File: src/rtl/bus_pkg.sv
// ---------------------------------------------------------------
// bus_pkg: shared constants and types for the CPU bus arbiter.
// Rev 1.0
// ---------------------------------------------------------------
`default_nettype none

package bus_pkg;

  localparam int N_REQ = 4;
  localparam int IDX_W = 2;

  localparam logic [N_REQ-1:0] GRANT_NONE = 4'b0000;

  typedef enum logic [1:0] {
    IDLE = 2'd0,
    BUSY = 2'd1,
    TURN = 2'd2
  } arb_state_t;

  function automatic logic [N_REQ-1:0] idx_to_onehot(input logic [IDX_W-1:0] idx);
    logic [N_REQ-1:0] oh;
    oh      = GRANT_NONE;
    oh[idx] = 1'b1;
    return oh;
  endfunction

endpackage

`default_nettype wire

File: src/rtl/rr_pick.sv
// ---------------------------------------------------------------
// rr_pick: combinational round-robin winner search after `last`.
// Rev 1.0
// ---------------------------------------------------------------
`default_nettype none

module rr_pick
  import bus_pkg::*;
(
  input  logic [N_REQ-1:0] req,
  input  logic [IDX_W-1:0] last,
  output logic [IDX_W-1:0] win_idx,
  output logic             any
);

  logic [IDX_W-1:0] cand;

  // Walk offsets from farthest to nearest so the nearest set bit wins.
  always_comb begin
    win_idx = last;
    cand    = last;
    any     = |req;
    for (int off = N_REQ; off >= 1; off--) begin
      cand = last + IDX_W'(off);
      if (req[cand]) win_idx = cand;
    end
  end

endmodule

`default_nettype wire

File: src/rtl/bus_arbiter_rr.sv
// ---------------------------------------------------------------
// bus_arbiter_rr: four-master round-robin bus arbiter with hold
// timeout and a one-cycle turnaround between owners.  Rev 1.0
// ---------------------------------------------------------------
`default_nettype none

module bus_arbiter_rr
  import bus_pkg::*;
#(
  parameter int MAX_HOLD = 8
) (
  input  logic             clk,
  input  logic             rst,
  input  logic [N_REQ-1:0] req,
  input  logic [N_REQ-1:0] done,
  output logic [IDX_W-1:0] grant_idx,
  output logic             grant_en,
  output logic [N_REQ-1:0] grant,
  output logic             busy,
  output logic             timeout
);

  localparam int CNT_W = (MAX_HOLD < 2) ? 1 : $clog2(MAX_HOLD + 1);
  localparam logic [CNT_W-1:0] HOLD_LAST = CNT_W'((MAX_HOLD == 0) ? 0 : MAX_HOLD - 1);
  localparam logic [CNT_W-1:0] CNT_SAT   = '1;

  arb_state_t       state;
  logic [IDX_W-1:0] last;
  logic [CNT_W-1:0] hold_cnt;

  logic [IDX_W-1:0] win_idx;
  logic             win_any;
  logic             owner_done;
  logic             owner_drop;
  logic             hold_hit;
  logic             release_now;
  logic             timed_out;

  rr_pick u_pick (
    .req     (req),
    .last    (last),
    .win_idx (win_idx),
    .any     (win_any)
  );

  // A dropped request counts as a release, so it also suppresses timeout.
  assign owner_done  = done[grant_idx];
  assign owner_drop  = ~req[grant_idx];
  assign hold_hit    = (MAX_HOLD != 0) && (hold_cnt == HOLD_LAST);
  assign release_now = owner_done | owner_drop | hold_hit;
  assign timed_out   = hold_hit & ~owner_done & ~owner_drop;

  always_ff @(posedge clk or posedge rst) begin
    if (rst) begin
      state     <= IDLE;
      grant_idx <= '0;
      grant_en  <= 1'b0;
      grant     <= GRANT_NONE;
      busy      <= 1'b0;
      timeout   <= 1'b0;
      last      <= IDX_W'(N_REQ - 1);
      hold_cnt  <= '0;
    end else begin
      timeout <= 1'b0;
      case (state)
        IDLE, TURN: begin
          if (win_any) begin
            state     <= BUSY;
            grant_idx <= win_idx;
            last      <= win_idx;
            hold_cnt  <= '0;
            grant_en  <= 1'b1;
            grant     <= idx_to_onehot(win_idx);
            busy      <= 1'b1;
          end else begin
            state <= IDLE;
          end
        end
        BUSY: begin
          if (hold_cnt != CNT_SAT) hold_cnt <= hold_cnt + CNT_W'(1);
          if (release_now) begin
            state    <= TURN;
            grant_en <= 1'b0;
            grant    <= GRANT_NONE;
            busy     <= 1'b0;
            timeout  <= timed_out;
          end
        end
        default: begin
          state    <= IDLE;
          grant_en <= 1'b0;
          grant    <= GRANT_NONE;
          busy     <= 1'b0;
        end
      endcase
    end
  end

endmodule

`default_nettype wire
File: config.mk
export PLATFORM = sky130hd
export DESIGN_NAME = bus_arbiter_rr
export DESIGN_NICKNAME = d
export VERILOG_FILES = /design/src/rtl/bus_pkg.sv /design/src/rtl/rr_pick.sv /design/src/rtl/bus_arbiter_rr.sv
export SDC_FILE = /design/constraint.sdc
export NUM_CORES = 1
export LEC_CHECK = 0
export CAP_MARGIN = 20
export CORE_MARGIN = 1
export CORE_UTILIZATION = 52
export DETAILED_ROUTE_END_ITERATION = 8
export PLACE_DENSITY = 0.89
export SETUP_SLACK_MARGIN = 0.5
export SYNTH_ARGS = -nofsm -noshare
export SYNTH_HDL_FRONTEND = slang
export SYNTH_SLANG_ARGS = --single-unit
File: constraint.sdc
create_clock -name clk -period 3.7 [get_ports clk]
set_clock_uncertainty 0.05 [all_clocks]
set_input_delay 0.925 -clock clk [delete_from_list [all_inputs] [get_ports clk]]
set_output_delay 0.925 -clock clk [all_outputs]
set_load 0.1 [all_outputs]
Word level (Yosys, flattened, before mapping)
Index checks and enable logic that the tools add are counted.

Register bits after elaboration: 16. Output and inout bits: 9. Logic and storage cells: 67. Input port bits: 10.

Reduce and logical (&&, ||, !) cells: 8. Bitwise gates (word level): 6. $lt $le $gt $ge: 6. Equality and inequality tests: 7. Mux-type cells: 29. $add $sub $neg: 4.

Operators with widths (number): $mux 4 (4); $pmux 4 s2 (2); $lt 2x3->1 const B (5); $mux 1 (11); $bmux 1 s2 (5); $mux 2 (4); $add 2x2->2 const B (2); $add 4x1->4 const B (1); $eq 4x3->1 const B (1); $ne 2x2->1 const B (2); $ne 4x4->1 const B (1); $pmux 2 s2 (1); $reduce_and 2->1 (2); $reduce_or 4->1 (1); $reduce_and 3->1 (1); $add 2x1->2 const B (1); $and 1x1->1 (2); $demux 1 s2 (1); $eq 2x1->1 const B (1); $eq 2x2->1 const B (1); $ge 2x1->1 const B (1); $logic_not 2->1 (1); $ne 2x1->1 const B (1); $not 1->1 (2); 5 further kinds (6).

Longest topological paths before layout
Gate-level depths: netlist of the first run.

Word-level depth: 12. Mapped depth: 5. Gate-level depth less buffers: 5.

By module
Synthesis of the first run repeated with hierarchy kept, for this count alone.

Cell total of the unflattened synthesis: 97. Area, all modules: 879.6 µm².

Modules (own cells, without submodules): bus_arbiter_rr (sequential area each 402.9 µm², times used 1, cells an instance 83, area an instance 807.0 µm²); rr_pick (sequential area each 0.0 µm², times used 1, cells an instance 14, area an instance 72.6 µm²).

Worst setup path after synthesis of the first run
No wires, ideal clock.

Kind: flip-flop to output port. Start: register busy (netlist name). End: output grant_en. Arrival time: 1.340 ns. Setup slack: 1.385 ns. Required time: 2.725 ns. Cell stages (with the launch flop): 2. Buffers on the path: 1. Cells stage by stage: dfrtp_1 -> buf_4.

RTL lines: to (decl) (line bus_arbiter_rr.sv:17) `output logic grant_en,`.

Worst setup path in the final report of the first run
Start: register grant[3]. End: output grant[3].

RTL lines: from (decl) (line bus_arbiter_rr.sv:18) `output logic [N_REQ-1:0] grant,`; from (signal assigned) (line bus_arbiter_rr.sv:73) `grant <= idx_to_onehot(win_idx);`.

No word-level cell between the ends.

==> results of run 1 <==
==> layer usage <==
metal / share of wire (%) / vias up / GRT usage, %
met1: 43 / 327 / 28.3
li1: - / 325 / -
met2: 52 / 27 / 37.5
met3: 5.3 / 2 / 6.90
met4: 0.28 / 0 / 5.00
met5: 0 / - / 0
==> state kept, by name, indices dropped and copies added, names as in the netlist <==
name       flops
grant_idx      2
state          2
hold_cnt       4
busy           1
last           2
timeout        1
grant          4
==> final timing paths <==
path / to / start / slack [ns] / cells past startpoint
worst max-delay path: grant[3] / grant[3]$_DFFE_PP0P_ / 0.92 / 1
worst min-delay path: grant[0]$_DFFE_PP0P_ / grant[0]$_DFFE_PP0P_ / 0.45 / 1
worst max register to register: hold_cnt[1]$_DFFE_PP0P_ / state[0]$_DFFE_PP0P_ / 1.97 / 4
worst min register to register: grant[0]$_DFFE_PP0P_ / grant[0]$_DFFE_PP0P_ / 0.45 / 1
max in group asynchronous: hold_cnt[0]$_DFFE_PP0P_ / rst / 2.27 / 2
min in group asynchronous: grant[3]$_DFFE_PP0P_ / rst / 0.95 / 2
==> through the flow <==
stage / cell area [um2] / worst slack, ns / util (%) / hold slack, ns
finish: 1060 / 0.916 / 70.1 / 0.452
global route: 1060 / 0.877 / 70.1 / 0.469
CTS: 1060 / 0.903 / 70.1 / 0.459
detailed placement: 1020 / 0.907 / 67.7 / 0.437
global placement: 1020 / 0.951 / 67.7 / 0.424
floorplan: 845 / 1.38 / - / 0.427
==> cells in the final DEF, fill, tap and decap left out, types with 2 or more instances in the layout <==
master           count
o2bb2ai_1            3
o31ai_1              2
nor2_1              10
inv_1                4
a21oi_1              4
clkdlybuf4s50_1     16
nand2b_1             7
nor4_1               2
clkbuf_4             3
dfrtp_1             14
buf_4                2
mux2i_1              2
o21a_1               2
dfstp_2              2
nand2_1              3
a32o_1               2
==> final cells by class <==
type	instances	area, um2	area share (%)
repair buffers	18	175	16.6
multi-input cells	55	407	38.5
inverters	4	15.0	1.42
flip-flops and latches	16	403	38.2
clock buffers	4	36.3	3.44
well taps	16	20.0	1.90
==> kinds of logic after synthesis <==
family	synth area share [%]
compound gates	22.8
xor+xnor	1.04
fa+ha+maj	1.48
buf+inv	4.15
flops	47.7
mux	6.37
simple gates	16.4
==> reports/qor.yml, run 1 <==
synth:
  ys.flop_type: "dfrtp_1"
  synth_cell_types: 34
  synthTopCellsByCount: "dfrtp_1 (14), nor2_1 (10), nand2b_1 (7)"
  synth-edff-count: 0
  syn-num-nets: 90
  postSynthAreaPerCell_um2: 10.7
  syn_inst: 79
  ys_seq_area_share_pct: 47.7
  yosysMostFrequentCell: "dfrtp_1"
  syn-cell-area_um2: 845
  ys_warn_count: 0
  synth_area_leaders: "dfrtp_1 (41%), dfstp_2 (6.2%), nand2b_1 (5.2%), nor2_1 (4.4%), o32ai_4 (3.3%)"
  ys_async_sr_fraction_pct: 100
  synth_top_cell_area_share_pct: 41.5
  ys_seq_elements: 16
  yosysTopAreaCell: "dfrtp_1"
sta:
  maxSlewViolCount: 0
  hold_viol: 0
  fmax_ghz: 0.359
  rsz0062_at_grt: "no"
  slew_headroom_pct: 34.7
  finalCriticalPeriod_ns: 2.78
  setup_viol: 0
  finalSetupTns_ns: 0
  worstMarginPinSlew_ns: 0.976
  fin_crit_sh_pct: 75.2
worst_setup_path:
  critPathArrivalTime_ns: 1.81
  cp_data_required_time_ns: 2.72
  critPathSlowestCell: "clkdlybuf4s50_1"
  start_kind: "flip-flop"
  critPathBufInv: 1
  crit_family: "buffers and inverters"
  critical_path_class: "reg -> out"
  crit_path_cell_trace: "clkdlybuf4s50_1"
  slowest_delay_ns: 1.15
  endpoint_kind: "primary output"
  cp_max_fo: 2
detailed_routing:
  drtAntennaViolNets: 0
  routed-via-count: 681
  drc: 0
  wire_per_inst_um: 15.8
  first_pass_iters: 4
  drt-total-wl_mm: 1.78
  drtIter0Drc: 24
  routed_via_density: 6.03
floorplanning:
  fp.coreArea_mm2: 0.00151
  start_util_pct: 56.1
  die_x_um: 42.3
  ios: 19
  placementRows: 14
  die_h_um: 42.3
  dieArea_mm2: 0.00179
clock_network:
  cts_tree: "yes"
  cts_hold_buf: 0
  cts_buffers: 3
  clk_pin_slew_ns: 0.09
  htree_num_levels: 1
  numClockSinks: 16
  post_cts_buffers: 0
  insertion_delay_ns: 0.28
  clockBufferDepth: 2
  cts_root_buffer: "clkbuf_4"
  cts_resized: 0
job:
  maxCapViolCount: 0
global_routing:
  grt_max_degree: 17
  grt_pass1_vias: 658
  antenna_found_initial: 0
  grt_first_pass_wirelength_mm: 2.93
  grt_use_total_pct: 22.3
  grt_overflow_total: 0
layout:
  layout.cells.non_filler: 113
  synthToLayoutAreaGrowth_pct: 25.0
  antenna_cells: 0
  n_fill_cell: 122
  final_net_count: 109
  final_layout_size_suffix_gt1_share_pct: 13.4
outcome:
  status: "finished, final reports clean"
place:
  place_inst: 109
  globalplace.congestion: 0.816
  portBuffers: 18
hold_path:
  hold_path.class: "reg -> reg"
Power of run 1 is not shown: default switching activity piles up to over one toggle a cycle in this logic, so the estimate is an artifact.
==> inputs of run 2 (changes only) <==
--- a/config.mk
+++ b/config.mk
@@ -7,9 +7,9 @@
 export LEC_CHECK = 0
 export CAP_MARGIN = 20
 export CORE_MARGIN = 1
-export CORE_UTILIZATION = 52
+export CORE_UTILIZATION = 48
 export DETAILED_ROUTE_END_ITERATION = 8
-export PLACE_DENSITY = 0.89
+export PLACE_DENSITY = 0.84
 export SETUP_SLACK_MARGIN = 0.5
 export SYNTH_ARGS = -nofsm -noshare
 export SYNTH_HDL_FRONTEND = slang
==> constraint.sdc (replaced) <==
create_clock -name clk -period 2.6 [get_ports clk]
set_clock_uncertainty 0.05 [all_clocks]
set_input_delay 0.65 -clock clk [delete_from_list [all_inputs] [get_ports clk]]
set_output_delay 0.65 -clock clk [all_outputs]
set_load 0.1 [all_outputs]
==> run 2 against run 1 <==
Final cell count increased by 3.5%. First-iteration DRC count decreased by 8.3%. Core utilization decreased by 2.3 points. Sequential share of layout area decreased by 0.33 points. Via count increased by 1.5%. Design area increased by 1.2%. Register-to-register slack got worse by 1.1 ns. Global-route usage decreased by 1.5 points. Non-clock buffer count increased by 4. Die area increased by 7.9%. Critical path type is now in -> reg. Highest routed layer unchanged.
==> reports/qor.yml, run 2 (synthesized netlist as in run 1, its figures left out) <==
place:
  place_hpwl_mm: 1.28
  portBuffers: 18  # unchanged
  globalplace.congestion: 0.810  # -0.75%
  postPlaceCellArea_mm2: 0.00103  # +0.61%
sta:
  rsz0062_at_grt: "no"
  fmax_ghz: 0.486
  hold_viol: 0  # unchanged
  fin_crit_sh_pct: 79.1
  slew_headroom_pct: 61.0  # +26 points
  setup_viol: 0  # unchanged
  maxSlewViolCount: 0  # unchanged
  finalSetupTns_ns: 0  # unchanged
  worstMarginPinSlew_ns: 0.584  # -0.392 ns
  finalCriticalPeriod_ns: 2.06
outcome:
  status: "finished, final reports clean"
detailed_routing:
  drt-total-wl_mm: 1.69  # -5.1%
  drtIter0Drc: 22  # -8.3%
  wire_per_inst_um: 14.4  # -8.4%
  drc: 0  # unchanged
  routed-via-count: 691  # +1.5%
  first_pass_iters: 4  # unchanged
  routed_via_density: 5.91  # -2.0%
  drtAntennaViolNets: 0  # unchanged
worst_setup_path:
  cp_max_fo: 4  # +2
  start_kind: "primary input"
  critPathArrivalTime_ns: 2.23  # +0.42 ns
  slowest_delay_ns: 0.54  # -0.61 ns
  crit_path_cell_trace: "clkdlybuf4s50_1 -> nand2b_1 -> mux4_2 -> o32ai_4 -> a32o_1"
  cp_data_required_time_ns: 2.77  # +0.05 ns
  critical_path_class: "in -> reg"
  endpoint_kind: "flip-flop"
  critPathSlowestCell: "mux4_2"
global_routing:
  grt_pass1_vias: 692  # +5.2%
  grt_max_degree: 17  # unchanged
  grt_first_pass_wirelength_mm: 3.00  # +2.4%
  grt_use_total_pct: 20.8  # -1.5 points
  grt_overflow_total: 0  # unchanged
  antenna_found_initial: 0  # unchanged
hold_path:
  hold_path.class: "reg -> reg"
clock_network:
  insertion_delay_ns: 0.28  # about the same
  cts_root_buffer: "clkbuf_4"
  htree_num_levels: 1  # unchanged
  cts_hold_buf: 0  # unchanged
  cts_buffers: 3  # unchanged
  cts_tree: "yes"
  numClockSinks: 16  # unchanged
  clockBufferDepth: 2  # unchanged
  clk_pin_slew_ns: 0.10  # about the same
layout:
  final_cell_mix: "dfrtp_1 (13), buf_4 (13), nor2_1 (10), nand2b_1 (7), clkdlybuf4s50_1 (5)"
  antenna_cells: 0  # unchanged
  final_net_count: 113  # +3.7%
  final_layout_size_suffix_gt1_share_pct: 24.8  # +11 points
  reg.largest.list: "grant x4, hold_cnt x4"
  synthToLayoutAreaGrowth_pct: 26.5
  final_area_mm2: 0.00107  # +1.2%
floorplanning:
  ios: 19  # unchanged
  start_util_pct: 53.6  # -2.5 points
  die_x_um: 43.9  # +3.9%
  dieArea_mm2: 0.00193  # +7.9%
  placementRows: 14  # unchanged
  die_h_um: 43.9  # +3.9%
  fp.coreArea_mm2: 0.00158  # +4.7%
job:
  maxCapViolCount: 0  # unchanged
run 2: changes by cell type in the layout (fill, tap and decap cells not counted):
cell and change:
dfrtp_2 +1, dlygate4sd2_1 +3, clkdlybuf4s50_1 -11, dlymetal6s2s_1 +1, dfrtp_1 -1, buf_4 +11
run 2: routing by layer:
layer / track usage, % / vias to the layer above / wire, um
met5: 0 / - / 0
met4: 7.27 / 0 / 23
met3: 2.92 / 4 / 51
met2: 37.0 / 13 / 893
met1: 25.7 / 340 / 722
li1: - / 334 / -
run 2: worst max-delay path: cells and delay by family:
kind / cells / cell delay, ns
AO/OA/AOI/OAI: 2 / 0.51
buffers and inverters: 1 / 0.39
multiplexers: 1 / 0.54
AND/OR/NAND/NOR: 1 / 0.14
run 2: layout make-up:
class / instances / area (um2)
Inverter: 4 / 15.0
Fill cell: 131 / 508
Timing Repair Buffer: 22 / 186
Sequential cell: 16 / 404
Tap cell: 16 / 20.0
Clock buffer: 4 / 36.3
Multi-Input combinational cell: 55 / 407
run 2: final timing paths:
kind                                           start                        to  slack (ns)  depth (start not counted)
worst max-delay path                         done[2]      grant[0]$_DFFE_PP0P_        0.54                          5
worst min-delay path            grant[1]$_DFFE_PP0P_      grant[1]$_DFFE_PP0P_        0.46                          1
worst max register to register   last[1]$_DFFE_PP1P_      grant[0]$_DFFE_PP0P_        0.84                          4
worst min register to register  grant[1]$_DFFE_PP0P_      grant[1]$_DFFE_PP0P_        0.46                          1
max in group asynchronous                        rst  grant_idx[0]$_DFFE_PP0P_        1.41                          2
min in group asynchronous                        rst      grant[0]$_DFFE_PP0P_        0.67                          2
run 2: through the flow:
| stage | hold WS (ns) | worst slack (ns) | cells | util [%] |
|---|---|---|---|---|
| after global placement | 0.430 | 0.161 | 112 | 65.1 |
| after floorplan | 0.427 | 0.560 | 79 | - |
| after detailed placement | 0.426 | 0.113 | 112 | 65.1 |
| after CTS | 0.461 | 0.530 | 116 | 67.1 |
| after global routing | 0.472 | 0.501 | 117 | 67.8 |
| final | 0.461 | 0.543 | 117 | 67.8 |
run 2: what timing repair did:
item / 4_1_cts / 5_1_grt
resized for setup: 3 / 1
endpoints found under the setup margin: 4 / 7
buffers inserted: 0 / 1
pin swaps: 1 / 1
Power of run 2 is left out for the same reason.
==> variant: new RTL, settings of run 1 <==
Change the package constant `IDX_W` from 2 to 4.
--- a/src/rtl/bus_pkg.sv
+++ b/src/rtl/bus_pkg.sv
@@ -9,3 +9,3 @@
   localparam int N_REQ = 4;
-  localparam int IDX_W = 2;
+  localparam int IDX_W = 4;
 
Ports: changed (resized grant_idx); port bits go from 19 to 21. No check against the original RTL was run, so the function may have changed too.
==> variant against run 1 <==
  * Global-route usage is 0.76 points lower
  * First-iteration DRC count is 21% lower
  * Wire length is 45% higher
  * Cell area is 44% higher
  * Worst setup slack worse by 0.17 ns
  * Sequential cell count is 2 higher
  * Hold slack worse by 0.0039 ns
  * Synthesized area is 57% higher
  * Critical path type is now primary input to flop
Power is left out: the tool's default activity adds up to more than one toggle a clock period on the data nets, which glitch-free logic cannot reach.
==> variant: results (changes against run 1) <==
[logic_synthesis]
netlist_area_um2=1330  ; was 845 um2
synth.area.top_cells=dfrtp_1 30%, nand2_1 6.8%, mux4_2 5.1%  ; was dfrtp_1 41%, dfstp_2 6.2%, nand2b_1 5.2%
synth_common_cells=24 x nand2_1, 16 x dfrtp_1, 9 x nor2_1, 7 x inv_1  ; was 14 x dfrtp_1, 10 x nor2_1, 7 x nand2b_1, 4 x a21oi_1, 4 x inv_1
synth_cell_type_count=44  ; was 34
synth.net_count=157  ; was 90
yosys_warnings=0  ; unchanged
syn_avg_cell_area_um2=9.34  ; was 10.7 um2
ys_seq_area_share_pct=34.2  ; was 47.7%
synthFlopType=dfrtp_1  ; unchanged

[cts]
postCtsSetupBuffers=0  ; unchanged
numCtsBuffers=3  ; unchanged
cts_buffer_depth=2  ; unchanged
h-tree-depth=1  ; unchanged

[setup_path]
reg2reg_to=grant[3]$_DFFE_PP0P_  ; was hold_cnt[1]$_DFFE_PP0P_
ff2ff_path_depth=8  ; was 4
crit_fanout=12  ; was 2
r2r-start=last[0]$_DFFE_PP1P_  ; was state[0]$_DFFE_PP0P_
rrSetupSlack_ns=0.76  ; was 1.97 ns
crit_arrival_ns=3.10  ; was 1.81 ns

[global_route]
grt_pass1_wl_um=4360  ; was 2930 um
grt_max_degree=19  ; was 17
grt_pass1_vias=964  ; was 658
grt_use_total_pct=21.6  ; was 22.3%

[placement]
dp_hpwl_um=1900
placed_cell_area_um2=1480  ; was 1020 um2
io_buffers=20  ; was 18
gp_congestion=0.851  ; was 0.816

[cells_and_area]
final_cells=182  ; was 113
drive_above_1_share_pct=13.6  ; was 13.4%
biggestRegsByFlops=grant x4, grant_idx x4, hold_cnt x4  ; was grant x4, hold_cnt x4
final_nets=170  ; was 109
fillCellCount=183  ; was 122

[route]
drt_iter0_drc=19  ; was 24
routedWlPerCell_um=14.2  ; was 15.8 um
vias=1065  ; was 681

[min_path]
min_path_cells=2  ; was 1
holdCritStartpoint=grant[0]$_DFFE_PP0P_  ; unchanged
hold_end=grant[0]$_DFFE_PP0P_  ; unchanged
hp-class=flop to flop  ; unchanged

[outcome]
status=finished clean  ; unchanged

[sta]
setup_violations=0  ; unchanged
worstMarginPinSlew_ns=0.969  ; was 0.976 ns

-- variant: cell types whose count changed in the layout (fill, tap and decap cells not counted), moves of 3 or more --
cell	run 1	this run
a211oi_1	0	3
o21ai_0	1	6
nand2b_1	7	4
inv_1	4	7
ha_1	1	5
nand3_1	1	5
nor3_1	0	3
mux2i_1	2	6
o2bb2ai_1	3	0
nand2_1	3	24
-- variant: worst max-delay path: stages --
cell	delay (ns)
clkdlybuf4s50_1	0.61
mux4_2	0.63
o21bai_1	0.20
xnor2_1	0.31
nand2_1	0.19
o41ai_2	0.23
-- variant: worst max-delay path by stage --
| stage | slack [ns] | cells past startpoint | startpoint | endpoint |
|---|---|---|---|---|
| 2_1_floorplan | 0.96 | 9 | last[1]$_DFFE_PP1P_ | grant[1]$_DFFE_PP0P_ |
| 3_3_place_gp | 0.52 | 6 | req[3] | grant[3]$_DFFE_PP0P_ |
| 3_5_place_dp | 0.45 | 6 | req[3] | grant[3]$_DFFE_PP0P_ |
| 4_1_cts | 0.66 | 8 | last[0]$_DFFE_PP1P_ | grant[3]$_DFFE_PP0P_ |
| 5_1_grt | 0.57 | 8 | last[0]$_DFFE_PP1P_ | grant[3]$_DFFE_PP0P_ |
| 6_report | 0.74 | 6 | req[1] | grant[3]$_DFFE_PP0P_ |
-- variant: routing by layer --
layer,up-vias,track usage (%),share of wire (%)
li1,527,-,-
met1,495,31.1,49
met2,37,33.5,44
met3,6,4.35,5.3
met4,0,4.39,1.1
met5,-,0,0
-- variant: what timing repair did --
action | CTS | global route
gates resized for setup | 0 | 1
endpoints found under the setup margin | 0 | 2
hold buffers | 0 | 0
hold endpoints to repair | 0 | 0
-- variant: cells by family after synthesis --
kind of cell | synth area share, %
buffers and inverters | 7.64
AOI/OAI and AO/OA | 18.4
and+or+nand+nor | 20.9
muxes | 11.6
adders and majority gates | 4.72
DFF | 34.2
xor gates and xnor gates | 2.64
-- variant: area by class of cell --
| class | count | area [um2] | share of cell area [%] |
|---|---|---|---|
| Clock buffer | 4 | 36.3 | 2.39 |
| Inverter | 7 | 26.3 | 1.73 |
| Multi-Input combinational cell | 105 | 772 | 50.9 |
| Sequential cell | 18 | 457 | 30.1 |
| Tap cell | 28 | 35.0 | 2.31 |
| Timing Repair Buffer | 20 | 190 | 12.5 |
-- variant: stage by stage --
stage,setup WS [ns],hold WS (ns)
after detailed placement,0.450,0.415
after global routing,0.569,0.481
after floorplan,0.963,0.413
after CTS,0.657,0.452
after global placement,0.521,0.419
final,0.743,0.448
